**config.mk**
```make
export PLATFORM = sky130hd
export DESIGN_NAME = falu_seq_flat
export DESIGN_NICKNAME = d
export VERILOG_FILES = /design/src/rtl/falu_seq_if.sv /design/src/rtl/falu_seq.sv /design/src/flat_wrapper.sv
export SDC_FILE = /design/constraint.sdc
export NUM_CORES = 2
export LEC_CHECK = 0
export BUFFER_PORTS_ARGS = -buffer_cell sky130_fd_sc_hd__buf_4
export CAP_MARGIN = 10
export CORE_ASPECT_RATIO = 1.25
export CORE_MARGIN = 5
export CORE_UTILIZATION = 61
export CTS_BUF_LIST = sky130_fd_sc_hd__clkbuf_8
export CTS_CLUSTER_SIZE = 25
export DETAILED_ROUTE_END_ITERATION = 6
export PLACE_DENSITY = 0.81
export SYNTH_ARGS = -nofsm -noshare
export SYNTH_HDL_FRONTEND = slang
export SYNTH_SLANG_ARGS = --single-unit
```
**constraint.sdc**
```tcl
create_clock -name clk -period 15.7 [get_ports clk]
set_input_delay 3.14 -clock clk [delete_from_list [all_inputs] [get_ports clk]]
set_output_delay 3.14 -clock clk [all_outputs]
set_load 0.01 [all_outputs]
```
**src/rtl/falu_seq_if.sv**
```systemverilog
// falu_seq_if: operand-issue and result-writeback handshakes of the FP ALU.
interface falu_seq_if #(
  parameter int EW = 8,
  parameter int MW = 23
);
  localparam int N = 1 + EW + MW;

  logic         in_valid;
  logic         in_ready;
  logic [N-1:0] in_a;
  logic [N-1:0] in_b;
  logic [1:0]   in_op;
  logic         out_valid;
  logic         out_ready;
  logic [N-1:0] out_result;
  logic [3:0]   out_flags;

  modport master (
    output in_valid, in_a, in_b, in_op, out_ready,
    input  in_ready, out_valid, out_result, out_flags
  );

  modport slave (
    input  in_valid, in_a, in_b, in_op, out_ready,
    output in_ready, out_valid, out_result, out_flags
  );
endinterface

```
**src/rtl/falu_seq.sv**
```systemverilog
// falu_seq: multi-cycle floating-point add/sub/mul/div, round-to-nearest-even,
// subnormals flushed to zero, one operation in flight.
module falu_seq #(
  parameter int EW = 8,
  parameter int MW = 23
) (
  input  logic      clk,
  input  logic      rst_n,
  falu_seq_if.slave bus
);
  localparam int N    = 1 + EW + MW;
  localparam int W    = MW + 5;            // carry, hidden, MW fraction, guard, round, sticky
  localparam int CW   = $clog2(MW + 3);
  localparam int BIAS = (1 << (EW - 1)) - 1;

  typedef logic signed [EW+1:0] exp_t;
  typedef enum logic [2:0] {IDLE, UNPACK, EXEC, NORM, DONE} state_t;
  typedef enum logic [1:0] {OP_ADD, OP_SUB, OP_MUL, OP_DIV} op_t;

  localparam exp_t         EBIAS = exp_t'(BIAS);
  localparam exp_t         EMAX  = exp_t'((1 << EW) - 1);
  localparam logic [N-1:0] QNAN  = {1'b0, {EW{1'b1}}, 1'b1, {(MW-1){1'b0}}};

  state_t        state_q, state_d;
  op_t           op_q;
  logic [N-1:0]  a_q, b_q, res_q;
  logic [3:0]    flags_q;
  logic          spec_q;
  logic [W-1:0]  m_q;
  exp_t          e_q;
  logic          s_q;
  logic [MW+1:0] r_q;
  logic [MW+1:0] q_q;
  logic [CW-1:0] cnt_q;
  logic          in_ready, out_valid;

  // Field split and classification of the captured operands
  logic [EW-1:0] ea, eb;
  logic [MW-1:0] fa, fb;
  logic [MW:0]   ma, mb;
  logic          sa, sb, sx;
  logic          a_zero, a_inf, a_nan, a_snan, b_zero, b_inf, b_nan, b_snan;

  assign ea     = a_q[N-2:MW];
  assign eb     = b_q[N-2:MW];
  assign fa     = a_q[MW-1:0];
  assign fb     = b_q[MW-1:0];
  assign ma     = {1'b1, fa};
  assign mb     = {1'b1, fb};
  assign sa     = a_q[N-1];
  assign sb     = b_q[N-1] ^ (op_q == OP_SUB);
  assign sx     = sa ^ sb;
  assign a_zero = (ea == '0);
  assign b_zero = (eb == '0);
  assign a_inf  = (ea == '1) && (fa == '0);
  assign b_inf  = (eb == '1) && (fb == '0);
  assign a_nan  = (ea == '1) && (fa != '0);
  assign b_nan  = (eb == '1) && (fb != '0);
  assign a_snan = a_nan && !fa[MW-1];
  assign b_snan = b_nan && !fb[MW-1];

  // Special-value resolution
  logic         spec_hit;
  logic [N-1:0] spec_res;
  logic [3:0]   spec_flags;

  always_comb begin
    spec_hit   = 1'b1;
    spec_res   = '0;
    spec_flags = '0;
    if (a_nan || b_nan) begin
      spec_res      = QNAN;
      spec_flags[3] = a_snan || b_snan;
    end else begin
      case (op_q)
        OP_ADD, OP_SUB: begin
          if (a_inf && b_inf && (sa != sb)) begin
            spec_res = QNAN; spec_flags[3] = 1'b1;
          end
          else if (a_inf)            spec_res = {sa, {EW{1'b1}}, {MW{1'b0}}};
          else if (b_inf)            spec_res = {sb, {EW{1'b1}}, {MW{1'b0}}};
          else if (a_zero && b_zero) spec_res = {sa & sb, {(N-1){1'b0}}};
          else if (a_zero)           spec_res = {sb, eb, fb};
          else if (b_zero)           spec_res = {sa, ea, fa};
          else                       spec_hit = 1'b0;
        end
        OP_MUL: begin
          if ((a_zero && b_inf) || (a_inf && b_zero)) begin
            spec_res = QNAN; spec_flags[3] = 1'b1;
          end
          else if (a_inf || b_inf)   spec_res = {sx, {EW{1'b1}}, {MW{1'b0}}};
          else if (a_zero || b_zero) spec_res = {sx, {(N-1){1'b0}}};
          else                       spec_hit = 1'b0;
        end
        OP_DIV: begin
          if ((a_zero && b_zero) || (a_inf && b_inf)) begin
            spec_res = QNAN; spec_flags[3] = 1'b1;
          end
          else if (a_inf)  spec_res = {sx, {EW{1'b1}}, {MW{1'b0}}};
          else if (b_inf)  spec_res = {sx, {(N-1){1'b0}}};
          else if (b_zero) begin
            spec_res = {sx, {EW{1'b1}}, {MW{1'b0}}}; spec_flags[2] = 1'b1;
          end
          else if (a_zero) spec_res = {sx, {(N-1){1'b0}}};
          else             spec_hit = 1'b0;
        end
      endcase
    end
  end

  // Add/sub alignment with guard/round/sticky, multiplier, and one divider step
  logic              a_big;
  logic [EW-1:0]     e_big, e_sml;
  logic [EW:0]       diff, shamt;
  logic [MW+3:0]     x_big, x_sml, x_aln;
  logic [2*MW+7:0]   sh;
  logic [W-1:0]      sum;
  logic [2*MW+1:0]   prod;
  logic              r_ge;
  logic [MW+1:0]     r_sub, r_nxt;
  logic [MW+2:0]     q_nxt;

  always_comb begin
    a_big = {ea, fa} >= {eb, fb};
    e_big = a_big ? ea : eb;
    e_sml = a_big ? eb : ea;
    x_big = {(a_big ? ma : mb), 3'b000};
    x_sml = {(a_big ? mb : ma), 3'b000};
    diff  = {1'b0, e_big} - {1'b0, e_sml};
    shamt = (diff > (EW+1)'(MW + 4)) ? (EW+1)'(MW + 4) : diff;
    sh    = {x_sml, {(MW+4){1'b0}}} >> shamt;
    x_aln = sh[2*MW+7:MW+4] | {{(MW+3){1'b0}}, |sh[MW+3:0]};
    sum   = (sa == sb) ? ({1'b0, x_big} + {1'b0, x_aln}) : ({1'b0, x_big} - {1'b0, x_aln});
    prod  = {{(MW+1){1'b0}}, ma} * {{(MW+1){1'b0}}, mb};
    r_ge  = r_q >= {1'b0, mb};
    r_sub = r_ge ? (r_q - {1'b0, mb}) : r_q;
    r_nxt = r_sub << 1;
    q_nxt = {q_q, r_ge};
  end

  // Normalise, round to nearest even, pack, overflow/underflow
  logic [W-1:0]  nm;
  exp_t          ne, re;
  logic          rnd;
  logic [MW+1:0] sig;
  logic [MW-1:0] rf;
  logic [N-1:0]  pres;
  logic [3:0]    pflags;

  always_comb begin
    nm = m_q;
    ne = e_q;
    if (m_q[W-1]) begin
      nm = {1'b0, m_q[W-1:2], m_q[1] | m_q[0]};
      ne = e_q + exp_t'(1);
    end else begin
      for (int unsigned i = 0; i < W - 2; i++) begin
        if (!nm[W-2] && (nm != '0)) begin
          nm = nm << 1;
          ne = ne - exp_t'(1);
        end
      end
    end
    rnd = nm[2] & (nm[1] | nm[0] | nm[3]);
    sig = {1'b0, 1'b1, nm[W-3:3]} + {{(MW+1){1'b0}}, rnd};
    re  = ne;
    rf  = sig[MW-1:0];
    if (sig[MW+1]) begin
      re = ne + exp_t'(1);
      rf = sig[MW:1];
    end
    pres   = '0;
    pflags = '0;
    if (m_q == '0) begin
      pres = '0;
    end else if (re >= EMAX) begin
      pres = {s_q, {EW{1'b1}}, {MW{1'b0}}}; pflags = 4'b0010;
    end else if (re <= exp_t'(0)) begin
      pres = {s_q, {(N-1){1'b0}}}; pflags = 4'b0001;
    end else begin
      pres = {s_q, re[EW-1:0], rf};
    end
  end

  // State register
  always_ff @(posedge clk or negedge rst_n) begin
    if (!rst_n) state_q <= IDLE;
    else        state_q <= state_d;
  end

  // Next-state and handshake outputs
  always_comb begin
    state_d   = state_q;
    in_ready  = 1'b0;
    out_valid = 1'b0;
    case (state_q)
      IDLE: begin
        in_ready = 1'b1;
        if (bus.in_valid) state_d = UNPACK;
      end
      UNPACK: state_d = EXEC;
      // A special-case result already sits in res_q; skipping NORM gives the two-edge shortcut
      EXEC: begin
        if (spec_q)                                      state_d = DONE;
        else if ((op_q != OP_DIV) || (cnt_q == CW'(MW + 2))) state_d = NORM;
      end
      NORM: state_d = DONE;
      DONE: begin
        out_valid = 1'b1;
        if (bus.out_ready) state_d = IDLE;
      end
      default: state_d = IDLE;
    endcase
  end

  // Operand capture, datapath registers and result/flag registers
  always_ff @(posedge clk or negedge rst_n) begin
    if (!rst_n) begin
      a_q <= '0; b_q <= '0; op_q <= OP_ADD;
      res_q <= '0; flags_q <= '0; spec_q <= 1'b0;
      m_q <= '0; e_q <= '0; s_q <= 1'b0;
      r_q <= '0; q_q <= '0; cnt_q <= '0;
    end else begin
      case (state_q)
        IDLE: if (bus.in_valid) begin
          a_q     <= bus.in_a;
          b_q     <= bus.in_b;
          op_q    <= op_t'(bus.in_op);
          flags_q <= '0;
        end
        UNPACK: begin
          spec_q <= spec_hit;
          if (spec_hit) begin
            res_q   <= spec_res;
            flags_q <= spec_flags;
          end
          r_q   <= {1'b0, ma};
          q_q   <= '0;
          cnt_q <= '0;
        end
        EXEC: case (op_q)
          OP_ADD, OP_SUB: begin
            m_q <= sum;
            e_q <= exp_t'(e_big);
            s_q <= a_big ? sa : sb;
          end
          OP_MUL: begin
            m_q <= {prod[2*MW+1:MW-2], |prod[MW-3:0]};
            e_q <= exp_t'(ea) + exp_t'(eb) - EBIAS;
            s_q <= sx;
          end
          OP_DIV: begin
            r_q   <= r_nxt;
            q_q   <= q_nxt[MW+1:0];
            cnt_q <= cnt_q + CW'(1);
            m_q   <= {1'b0, q_nxt, |r_sub};
            e_q   <= exp_t'(ea) - exp_t'(eb) + EBIAS;
            s_q   <= sx;
          end
        endcase
        NORM: begin
          res_q   <= pres;
          flags_q <= pflags;
        end
        default: ;
      endcase
    end
  end

  assign bus.in_ready   = in_ready;
  assign bus.out_valid  = out_valid;
  assign bus.out_result = res_q;
  assign bus.out_flags  = flags_q;

endmodule

```
**src/flat_wrapper.sv**
```systemverilog
// flat-port wrapper written by rule: the top's interface ports become plain ports
module falu_seq_flat 
#(
  parameter int EW = 8,
  parameter int MW = 23
)
  (clk, rst_n, bus_in_valid, bus_in_a, bus_in_b, bus_in_op, bus_out_ready, bus_in_ready, bus_out_valid, bus_out_result, bus_out_flags);
  falu_seq_if #(.EW(EW), .MW(MW)) bus_i ();
  input  logic clk;
  input  logic rst_n;
  input wire logic [$bits(bus_i.in_valid)-1:0] bus_in_valid;
  input wire logic [$bits(bus_i.in_a)-1:0] bus_in_a;
  input wire logic [$bits(bus_i.in_b)-1:0] bus_in_b;
  input wire logic [$bits(bus_i.in_op)-1:0] bus_in_op;
  input wire logic [$bits(bus_i.out_ready)-1:0] bus_out_ready;
  output wire logic [$bits(bus_i.in_ready)-1:0] bus_in_ready;
  output wire logic [$bits(bus_i.out_valid)-1:0] bus_out_valid;
  output wire logic [$bits(bus_i.out_result)-1:0] bus_out_result;
  output wire logic [$bits(bus_i.out_flags)-1:0] bus_out_flags;
  assign bus_i.in_valid = bus_in_valid;
  assign bus_i.in_a = bus_in_a;
  assign bus_i.in_b = bus_in_b;
  assign bus_i.in_op = bus_in_op;
  assign bus_i.out_ready = bus_out_ready;
  assign bus_in_ready = bus_i.in_ready;
  assign bus_out_valid = bus_i.out_valid;
  assign bus_out_result = bus_i.out_result;
  assign bus_out_flags = bus_i.out_flags;
  falu_seq #(.EW(EW), .MW(MW)) u_core (.clk(clk), .rst_n(rst_n), .bus(bus_i));
endmodule
```
==> key figures <==
Logic synthesis
  • Count leader, synth: nand2_1
  • Mean Syn Cell Area: 7.60 um^2
  • Unique masters post-synth: 128
  • Leading area contributor after synthesis: fa_1
  • Yosys warning total: 0
  • Number of synthesized flops with an enable pin: 0
  • Syn Inst Count: 6,526
  • Fraction of registers with async set/reset: 100%
  • Synth Flop Type: dfrtp_1
  • Post-Syn Nets: 7,422
  • Commonest cells in the netlist: 856 x nand2_1, 704 x inv_1, 555 x nor2_1, 486 x fa_1, 418 x o21ai_0
  • Share of the synthesized area in the top cell type: 19.6%
  • Register area share after synthesis: 10.1%
  • Dominant cells by area after synthesis: fa_1 20%, dfrtp_1 10%, ha_1 8.6%
  • Syn Std Cell Area: 49,600 um^2
  • Register bit total from synthesis: 200

Final layout
  • Layout cells sized above 1: 20.7%
  • FF+latch area: 5010 um^2
  • Multi-input gate area: 41,600 um^2
  • Final core occ: 73.6%
  • Layout fillers: 6,266
  • Final net count: 8,134
  • Finished Layout Cells: 8,327
  • P&R area growth vs syn: 20.3%
  • Post-route cell area: 59,700 um^2

Global route
  • Total grt overflow: 0
  • Vias in the first global route: 55,029
  • Initial antenna violation count: 9
  • First-pass GRT wire length: 299,000 um
  • Largest net degree at the start of global routing: 103
  • Overall Global Routing Usage: 43.4%

Clock tree
  • CTS Buf Count: 17
  • Clk buf depth: 2
  • Post-CTS Hold Buffers: 0
  • Clock sink count: 200
  • Worst skew pair latency: 600 ps
  • CTS tree: built
  • Root Driver: clkbuf_8
  • H-tree depth: 4
  • Worst-path clk slew: 170 ps

Flow run
  • Max-Cap Viols: 0

Route
  • Drt wl/cell: 23.4 um
  • Detailed Routing Iterations Pass 1: 7
  • Met3 Wirelength: 19,900 um
  • ANT nets after route: 0
  • Drt via density: 6.48
  • Routed wl met2: 88,900 um
  • Via count: 53,941
  • Initial DRC count: 5,627
  • WL final: 195,000 um
  • M1 WL: 64,700 um
  • DR top layer: met5
  • Drt drc: 58

Floorplanning
  • DIE WIDTH: 265 um
  • Core area: 81,100 um^2
  • Io pins: 108
  • Die Y-Extent: 329 um
  • Initial Util: 61.1%
  • DIE AREA: 87,100 um^2
  • FP Rows: 117

Critical path
  • CP max stage cell: or4_4
  • CP arrival: 16,980 ps
  • Crit-path max cell delay: 530 ps
  • Crit path required time: 16,170 ps
  • Crit Path Max Fanout: 11
  • CP Capture Type: register
  • Kind of critical path: reg2reg
  • Most used cell, CP: ha_4
  • Top delay family on crit path: adder cells
  • Buf/Inv on CP: 16
  • Crit path launch type: register

STA
  • Period utilization: 105%
  • Hold_ws: 477 ps
  • Final WS setup: -811 ps
  • Final setup fails: 33
  • Final min period: 16,510 ps
  • Final Hold Fails: 0
  • Clock Skew: 65.4 ps
  • Slew at the pin closest to its max-slew limit: 1250 ps
  • Fmax: 60.6 MHz
  • RSZ-0062 raised after global routing: yes
  • Max transition margin: 16.8%
  • Slew Limit Fails: 0

Run status
  • Failing checks: design-rule violations, negative setup slack
  • Status: finished with violations

Placement
  • PortBufs: 107
  • Placed inst area: 57,700 um^2
  • Gpl congestion: 1.07
  • Placed insts: 8,234
  • Dpl hpwl: 149,000 um

Hold path
  • Min-Delay Path Class: reg2reg
[worst reg2reg max path, delay by kind of cell, from the launching register on]
kind | cells | cell delay, ps
flip-flops | 1 | 400
XOR/XNOR | 2 | 400
buffers and inverters | 16 | 1870
multiplexers | 13 | 3390
AND/OR/NAND/NOR | 15 | 3480
AO/OA/AOI/OAI | 16 | 3240
adder cells (fa/ha/maj) | 15 | 3660
[registers in the layout, indices dropped and copies added (netlist names)]
name	count
u_core.bus.out_flags	4
u_core.e_q	10
u_core.bus.out_result	32
u_core.q_q	25
u_core.a_q	32
u_core.r_q	25
u_core.b_q	32
u_core.state_q	3
u_core.spec_q	1
u_core.s_q	1
u_core.m_q	28
u_core.op_q	2
u_core.cnt_q	5
[per-stage QoR]
step	setup WS (ps)	setup TNS [ps]
after floorplan	-429	-10200
after global placement	-740	-22360
after detailed placement	-968	-30140
after CTS	-804	-23900
after global routing	-1360	-40090
final	-811	-21280
[worst paths after layout]
path                                      from                        end  slack (ps)  cells past startpoint
worst max-delay path            u_core.m_q[23]  u_core.bus.out_result[11]        -810                     77
worst min-delay path             u_core.q_q[7]              u_core.q_q[8]         480                      2
worst max register to register  u_core.m_q[23]  u_core.bus.out_result[11]        -810                     77
worst min register to register   u_core.q_q[7]              u_core.q_q[8]         480                      2
max in group asynchronous                rst_n             u_core.op_q[1]       10980                      3
min in group asynchronous                rst_n              u_core.a_q[0]        2440                      1
[placed cells by master, fill, tap and decap left out, types with 194 or more instances in the layout]
master | synthesis | layout
nor2_1 | 555 | 541
dfrtp_1 | 200 | 197
ha_1 | 340 | 319
o21ai_0 | 418 | 406
nand2_1 | 856 | 848
a21oi_1 | 351 | 335
inv_1 | 704 | 699
buf_4 | 7 | 1056
fa_1 | 486 | 486
and2_1 | 198 | 194
xnor2_1 | 242 | 237
[timing repair]
action                                 CTS  global route
gates cloned                             2             2
endpoints found under the hold margin    0             0
setup buffers                           25            30
gates resized for setup                 70           130
pin swaps                               40            85
setup endpoints to repair               33            33
[kinds of logic after synthesis]
kind of cell	count (synthesis)	share of synthesized area, %
AOI/OAI and AO/OA	1541	20.4
xor gates and xnor gates	354	6.50
adders and majority gates	826	28.2
buffers and inverters	1115	8.65
DFF	200	10.1
muxes	184	4.20
and+or+nand+nor	2306	21.9
[layer usage]
metal | GRT usage, % | vias up
li1 | - | 23637
met1 | 48.3 | 25393
met2 | 71.4 | 3513
met3 | 9.07 | 1392
met4 | 35.8 | 6
met5 | 0 | -
[layout make-up]
cell class | count | area share, %
antenna | 5 | 0.0210
clock buffer | 17 | 0.392
clock inverter | 15 | 0.369
inverter | 714 | 4.50
multi-input combinational | 5211 | 69.8
sequential | 200 | 8.40
tap | 1071 | 2.25
timing repair buffer | 1094 | 14.3
Power is not shown: default switching activity piles up to over one toggle a cycle in this logic, so the estimate is an artifact.
